### src/rtl/ysyx_23060203_ifu_fetch.sv
// Instruction fetch: one outstanding read, a one-entry instruction buffer,
// static next-pc prediction, and redirects that drop in-flight responses.
module ysyx_23060203_ifu_fetch #(
  parameter logic [31:0] RESET_PC = 32'h3000_0000
) (
  input  logic        clock,
  input  logic        reset,
  input  logic        flush,
  input  logic [31:0] flush_dnpc,
  input  logic        jump_flush,
  input  logic [31:0] jump_dnpc,
  output logic        mem_req_valid,
  input  logic        mem_req_ready,
  output logic [31:0] mem_req_addr,
  input  logic        mem_rsp_valid,
  input  logic [31:0] mem_rsp_data,
  output logic        out_valid,
  input  logic        out_ready,
  output logic [31:0] out_pc,
  output logic [31:0] out_inst
);

  typedef enum logic [1:0] {
    S_REQ,
    S_WAIT,
    S_FULL
  } state_t;

  state_t      state;
  logic [31:0] pc;
  logic [31:0] nxt;
  logic [31:0] inst;
  logic        discard;

  logic        redir;
  logic [31:0] target;
  logic [31:0] imm_j;
  logic [31:0] imm_b;
  logic        is_jal;
  logic        is_bneg;
  logic [31:0] pred;

  assign redir  = flush | jump_flush;
  assign target = flush ? flush_dnpc : jump_dnpc;

  assign imm_j = {{11{inst[31]}}, inst[31],
                  inst[19:12], inst[20],
                  inst[30:21], 1'b0};
  assign imm_b = {{19{inst[31]}}, inst[31],
                  inst[7], inst[30:25],
                  inst[11:8], 1'b0};

  assign is_jal  = inst[6:2] == 5'b11011;
  assign is_bneg = (inst[6:2] == 5'b11000)
                 & inst[31];

  // Backward branches predicted taken.
  always_comb begin
    pred = pc + 32'd4;
    unique case (1'b1)
      is_jal:  pred = pc + imm_j;
      is_bneg: pred = pc + imm_b;
      default: pred = pc + 32'd4;
    endcase
  end

  assign mem_req_valid = (state == S_REQ)
                       & ~reset;
  assign mem_req_addr  = pc;
  assign out_valid     = (state == S_FULL)
                       & ~redir;
  assign out_pc        = pc;
  assign out_inst      = inst;

  always_ff @(posedge clock) begin
    if (reset) begin
      state   <= S_REQ;
      pc      <= RESET_PC;
      nxt     <= RESET_PC;
      inst    <= 32'd0;
      discard <= 1'b0;
    end else begin
      unique case (state)
        S_REQ: begin
          // Address stays put; the redirect lands
          // once the stale response is dropped.
          if (redir) begin
            discard <= 1'b1;
            nxt     <= target;
          end
          if (mem_req_ready) state <= S_WAIT;
        end
        S_WAIT: begin
          if (mem_rsp_valid) begin
            if (redir | discard) begin
              pc      <= redir ? target : nxt;
              discard <= 1'b0;
              state   <= S_REQ;
            end else begin
              inst  <= mem_rsp_data;
              state <= S_FULL;
            end
          end else if (redir) begin
            discard <= 1'b1;
            nxt     <= target;
          end
        end
        S_FULL: begin
          if (redir) begin
            pc    <= target;
            state <= S_REQ;
          end else if (out_ready) begin
            pc    <= pred;
            state <= S_REQ;
          end
        end
        default: state <= S_REQ;
      endcase
    end
  end

endmodule

### config.mk
export PLATFORM = sky130hd
export DESIGN_NAME = ysyx_23060203_ifu_fetch
export DESIGN_NICKNAME = d
export VERILOG_FILES = /design/src/rtl/ysyx_23060203_ifu_fetch.sv
export SDC_FILE = /design/constraint.sdc
export NUM_CORES = 1
export LEC_CHECK = 0
export CORE_ASPECT_RATIO = 0.6
export CORE_MARGIN = 1.5
export CORE_UTILIZATION = 42
export CTS_BUF_LIST = sky130_fd_sc_hd__clkbuf_4
export DETAILED_ROUTE_END_ITERATION = 7
export DONT_BUFFER_PORTS = 1
export PLACE_DENSITY = 0.69
export SYNTH_ARGS = -nofsm -noshare
export SYNTH_HDL_FRONTEND = slang
export SYNTH_SLANG_ARGS = --single-unit
### constraint.sdc
create_clock -name clock -period 3.4 [get_ports clock]
set_clock_uncertainty 0.1 [all_clocks]
set_input_delay 0.51 -clock clock [delete_from_list [all_inputs] [get_ports clock]]
set_output_delay 0.51 -clock clock [all_outputs]
set_load 0.005 [all_outputs]
Word level (Yosys, flattened, before mapping)
Index checks and enable logic that the tools add are counted.

Bits of input ports: 103. Output and inout bits: 98. Flip-flop bits (word level): 99. Logic and storage cells: 54.

Reductions and logical operators: 8. Add/sub/neg operators: 3. Bitwise logic cells: 8. Multiplexer cells: 20. Equal/unequal tests: 10.

Operators by type and width (number): $mux W32 (7); $pmux W32 S2 (3); $add A32 B32 Y32 (2); $add A32 B3 Y32 const B (1); $eq A5 B5 Y1 const B (2); $mux W2 (5); $ne A2 B2 Y1 const B (4); $ne A3 B3 Y1 const B (2); $pmux W2 S3 (1); $reduce_and A3 Y1 (2); $reduce_and A2 Y1 (2); $reduce_and A4 Y1 (1); $reduce_bool A2 Y1 (2); $and A1 B1 Y1 (3); $mux W1 (3); $not A1 Y1 (3); $eq A2 B1 Y1 const B (1); $eq A2 B2 Y1 const B (1); $logic_not A2 Y1 (1); $or A1 B1 Y1 (2); $pmux W1 S2 (1).

Logic depth before layout (Yosys ltp)
Depth in word-level cells: 6. Mapped depth: 13.

Least setup slack after synthesis
Ideal clock, no wire load.

Kind: reg-to-reg. From: reg inst[31] (netlist: out_inst[31]). To: reg pc[29] (netlist: mem_req_addr[29]). Period minus slack after synthesis: 3.702 ns. Data required time: 3.182 ns. Setup slack: -0.302 ns. Data arrival time: 3.484 ns. Stages on the path, launching flop included: 14. Path buffers: 1. Path through: dfxtp_1 nor3b_1 nand2_1 clkbuf_1 mux2_2 fa_1 a21o_1 a221oi_2 a211o_1 a21bo_1 a21oi_1 or3_1 a31oi_1 nor2_1.

Longest elaborated chain between the ends: 5. Elaborated cells on any way between the ends: 7.

Ends and longest elaborated chain: from (decl) (RTL line 32) `logic [31:0] inst;`; from (signal assigned) (RTL line 100) `inst <= mem_rsp_data;`; $add A32 B32 Y32 (tied with other cells) (RTL line 62) `is_bneg: pred = pc + imm_b;`; $pmux W32 S2 * (RTL line 60) `unique case (1'b1)`; $mux W32 * (RTL line 112) `end else if (out_ready) begin`; $mux W32 * (RTL line 109) `if (redir) begin`; $pmux W32 S2 * (RTL line 83) `unique case (state)`; to (signal assigned) (RTL line 96) `pc <= redir ? target : nxt;`; to (signal assigned) (RTL line 110) `pc <= target;`; to (signal assigned) (RTL line 113) `pc <= pred;`; to (decl) (RTL line 30) `logic [31:0] pc;`.

Mark *: on every way between the ends. The rest lies on a longest branch, timed or not. The select of a mux whose other input is x is not followed. A chain may end at the register's enable or synchronous reset.

Worst setup path in the final report
From: reg inst[4] (netlist: out_inst[4]). To: reg pc[30] (netlist: mem_req_addr[30]).

Longest elaborated chain between the ends: 6. Elaborated cells on any way between the ends: 7.

Ends and longest elaborated chain: $eq A5 B5 Y1 (RTL line 54) `assign is_bneg = (inst[6:2] == 5'b11000)`; $and A1 B1 Y1 (RTL line 55) `& inst[31];`; $pmux W32 S2 * (RTL line 60); $mux W32 * (RTL line 112); $mux W32 * (RTL line 109); $pmux W32 S2 * (RTL line 83).

Marks and branches as above.

==> reports/qor.csv <==
metric,value,unit
status,"finished, final reports clean",
path_class,flop to flop,
slew_viol_final,0,
grt_pass1_wl,37.8,mm
r2r_setup_slack,0.09,ns
path_max_fanout,9,
maxCapViolCount,0,
io_pins,201,
stdcell_count,1157,
drc,0,
insertion_delay,0.51,ns
netlist_area,7090,µm²
crit_arrival,3.65,ns
syn_inst,937,
cts.clk_slew.worst_paths,0.18,ns
multiInputGateArea,4730,µm²
dieArea,17700,µm²
finalSetupTns,0,ns
fill_cells,1627,
drive_above_1_share,11.8,%
nets,1062,
setup_viol,0,
grt_overflow,0,
final_core_util,47.4,%
synth_warnings,0,
power.density,320,nW/µm²
die_x,171,µm
cp_cell_sequence,and3b_1 > nand2_2 > buf_6 > nand2b_1 > ha_1 > nand2_1 > nor4_4 > o2111ai_4 > nand3_2 > a41o_1 > a31oi_1 > or3_1 > nand3_1,
cts_buffers,9,
placeableCoreArea,16400,µm²
grt_setup_unrepaired,true,
crit-reg2reg-launch,out_inst[4],
slowest_stage,nor4_4,
antenna_found_initial,0,
seq_area,1990,µm²
timing.slew.headroom,24.8,%
syn_nets,1075,
fmax,302,MHz
first_global_vias,6569,
grt_usage,27.4,%
cts.path.max_buffers,2,
yosys_most_used_dff,dfxtp_1,
synth_edf_count,0,
end_kind,flop,
htreeDepth,3,
p_leak,3.07,nW
cts_num_sinks,99,
gp_congestion,0.950,
diodes,0,
hp-start,reset,
syn_area_per_cell,7.56,µm²
hpwl,18.1,mm
dr_total_vias,7294,
synth-seq-cells,99,
tightest_slew,1.13,ns
port_buffers,0,
r2r-end,mem_req_addr[30],
clockRootBuffer,clkbuf_4,
start_kind,flop,
cts_tree,done,
grt_max_degree,80,
vias_per_cell,6.30,
async_flop_share,0,%
timing.final.crit_share,97.4,%
r2r_cells,13,
ant_nets,0,
rows,36,
holdPathStages,1,
required,3.74,ns
setup_ws,0.0896,ns
hp-class,input pin to flop,
drt_wl_total,24.9,mm
ys_seq_area_share,28.0,%
period_needed,3.31,ns
vdd_ir_drop_max,0.208,mV
synthToLayoutAreaGrowth,9.48,%
dp_slack,-0.0115,ns
drt_pass1_iterations,6,
wire_per_inst,21.5,µm
slowest_delay,0.46,ns
dp_cells,1123,
path_delay_family,simple AND/OR/NAND/NOR gates,
synth.distinct_cells,65,
drt_iter0_drc,768,
hold_violations,0,
hold-path-endpoint,nxt[29],
cp_num_buf_inv,1,
die_h,104,µm
start_util,43.3,%
## synth_stat cells (3+ instances only)
| cell | instances | area [µm²] |
|---|---|---|
| a211o_1 | 3 | 26.3 |
| a211oi_1 | 41 | 308 |
| a21o_1 | 10 | 75.1 |
| a21oi_1 | 78 | 390 |
| a221o_1 | 18 | 180 |
| a221oi_1 | 21 | 184 |
| a22o_1 | 4 | 35.0 |
| a22oi_1 | 5 | 37.5 |
| a311oi_1 | 6 | 52.6 |
| a31oi_1 | 8 | 50.1 |
| and2_1 | 5 | 31.3 |
| and3_1 | 10 | 62.6 |
| buf_4 | 32 | 240 |
| clkbuf_1 | 56 | 210 |
| dfxtp_1 | 99 | 1980 |
| ha_1 | 34 | 425 |
| inv_1 | 11 | 41.3 |
| mux2_2 | 5 | 56.3 |
| mux2i_1 | 4 | 40.0 |
| nand2_1 | 117 | 439 |
| nand2b_1 | 25 | 156 |
| nand3_1 | 20 | 100 |
| nand4_1 | 8 | 50.1 |
| nor2_1 | 107 | 402 |
| nor2b_1 | 3 | 18.8 |
| nor3_1 | 27 | 135 |
| o2111ai_1 | 4 | 35.0 |
| o211ai_1 | 8 | 60.1 |
| o21a_1 | 3 | 22.5 |
| o21ai_0 | 33 | 165 |
| o21ai_1 | 14 | 70.1 |
| o221ai_1 | 5 | 43.8 |
| o22ai_1 | 20 | 125 |
| or3_1 | 10 | 62.6 |
| xnor2_1 | 22 | 193 |
| xor2_1 | 24 | 210 |
## final cells by class
cell class	count	area share, %
inverters	12	0.581
well taps	228	3.68
clock inverters	7	1.19
clock buffers	9	0.871
repair buffers	65	7.10
flip-flops and latches	99	25.6
multi-input cells	737	61.0
## state kept, by name (all words and copies together), names as in the netlist
register / count
mem_req_addr: 32
nxt: 32
out_inst: 32
state: 2
discard: 1
## power by group
group | internal [mW] | switching, mW | total, mW | leakage [nW]
Sequential | 1.22 | 0.0634 | 1.29 | 0.813
Combinational | 0.192 | 0.277 | 0.469 | 2.17
Clock | 0.245 | 0.482 | 0.727 | 0.0862
## layout by cell type, fill, tap and decap left out, types with 11 or more instances in the layout
cell type	netlist	final
nor3_1	27	26
nor2_1	107	106
dlygate4sd3_1	0	14
a221o_1	18	18
o22ai_1	20	20
nand2b_1	25	25
nand2_1	117	116
a221oi_1	21	21
xor2_1	24	24
a21oi_1	78	71
inv_1	11	11
xnor2_1	22	22
nand3_1	20	20
o21ai_1	14	14
a211oi_1	41	40
dfxtp_1	99	96
o21ai_0	33	33
ha_1	34	29
buf_4	32	48
## cell families after synthesis
family                     Yosys count  share of synthesized area (%)
xor gates and xnor gates            46                           5.69
buffers and inverters              101                           7.06
AOI/OAI and AO/OA                  298                           28.8
and+or+nand+nor                    349                           22.9
muxes                                9                           1.36
DFF                                 99                           28.0
adders and majority gates           35                           6.29
## worst max-delay path by stage
stage / end / startpoint / cells after the start
6_report: mem_req_addr[30] / out_inst[4] / 13
5_1_grt: mem_req_addr[19] / out_inst[2] / 14
4_1_cts: mem_req_addr[27] / out_inst[4] / 14
3_5_place_dp: mem_req_addr[29] / out_inst[4] / 14
3_3_place_gp: mem_req_addr[29] / out_inst[4] / 14
2_1_floorplan: mem_req_addr[29] / out_inst[31] / 13
## through the flow
step                hold slack, ns  power, mW  instance area [µm²]
floorplan                    0.335       1.64                 7100
global placement             0.347       1.71                 7290
detailed placement           0.357       1.72                 7290
CTS                        0.00257       2.47                 7620
global route               0.00630       2.58                 7760
finish                      0.0233       2.48                 7760
## routing by layer
| metal | routed length (µm) | up-vias | share of wire, % | track usage, % |
|---|---|---|---|---|
| met5 | 0 | - | 0 | 0 |
| met4 | 247 | 0 | 0.99 | 3.67 |
| met3 | 3330 | 31 | 13 | 10.5 |
| met2 | 9990 | 450 | 40 | 38.0 |
| met1 | 11300 | 3426 | 45 | 40.3 |
| li1 | - | 3387 | - | - |
## worst register-to-register path, cell delays in order (launching register included)
cell       delay, ns
dfxtp_2         0.36
and3b_1         0.20
nand2_2         0.12
buf_6           0.15
nand2b_1        0.07
ha_1            0.41
nand2_1         0.16
nor4_4          0.46
o2111ai_4       0.22
nand3_2         0.13
a41o_1          0.26
a31oi_1         0.15
or3_1           0.40
nand3_1         0.08
## timing repair
action                     in CTS  in global routing
setup buffers                   0                  3
pin swaps                       0                 15
setup endpoints to repair       6                 13
hold endpoints to repair       93                  0
hold buffers                   15                  0
resized for setup               3                 23
Power figures use the tool's default switching activity.
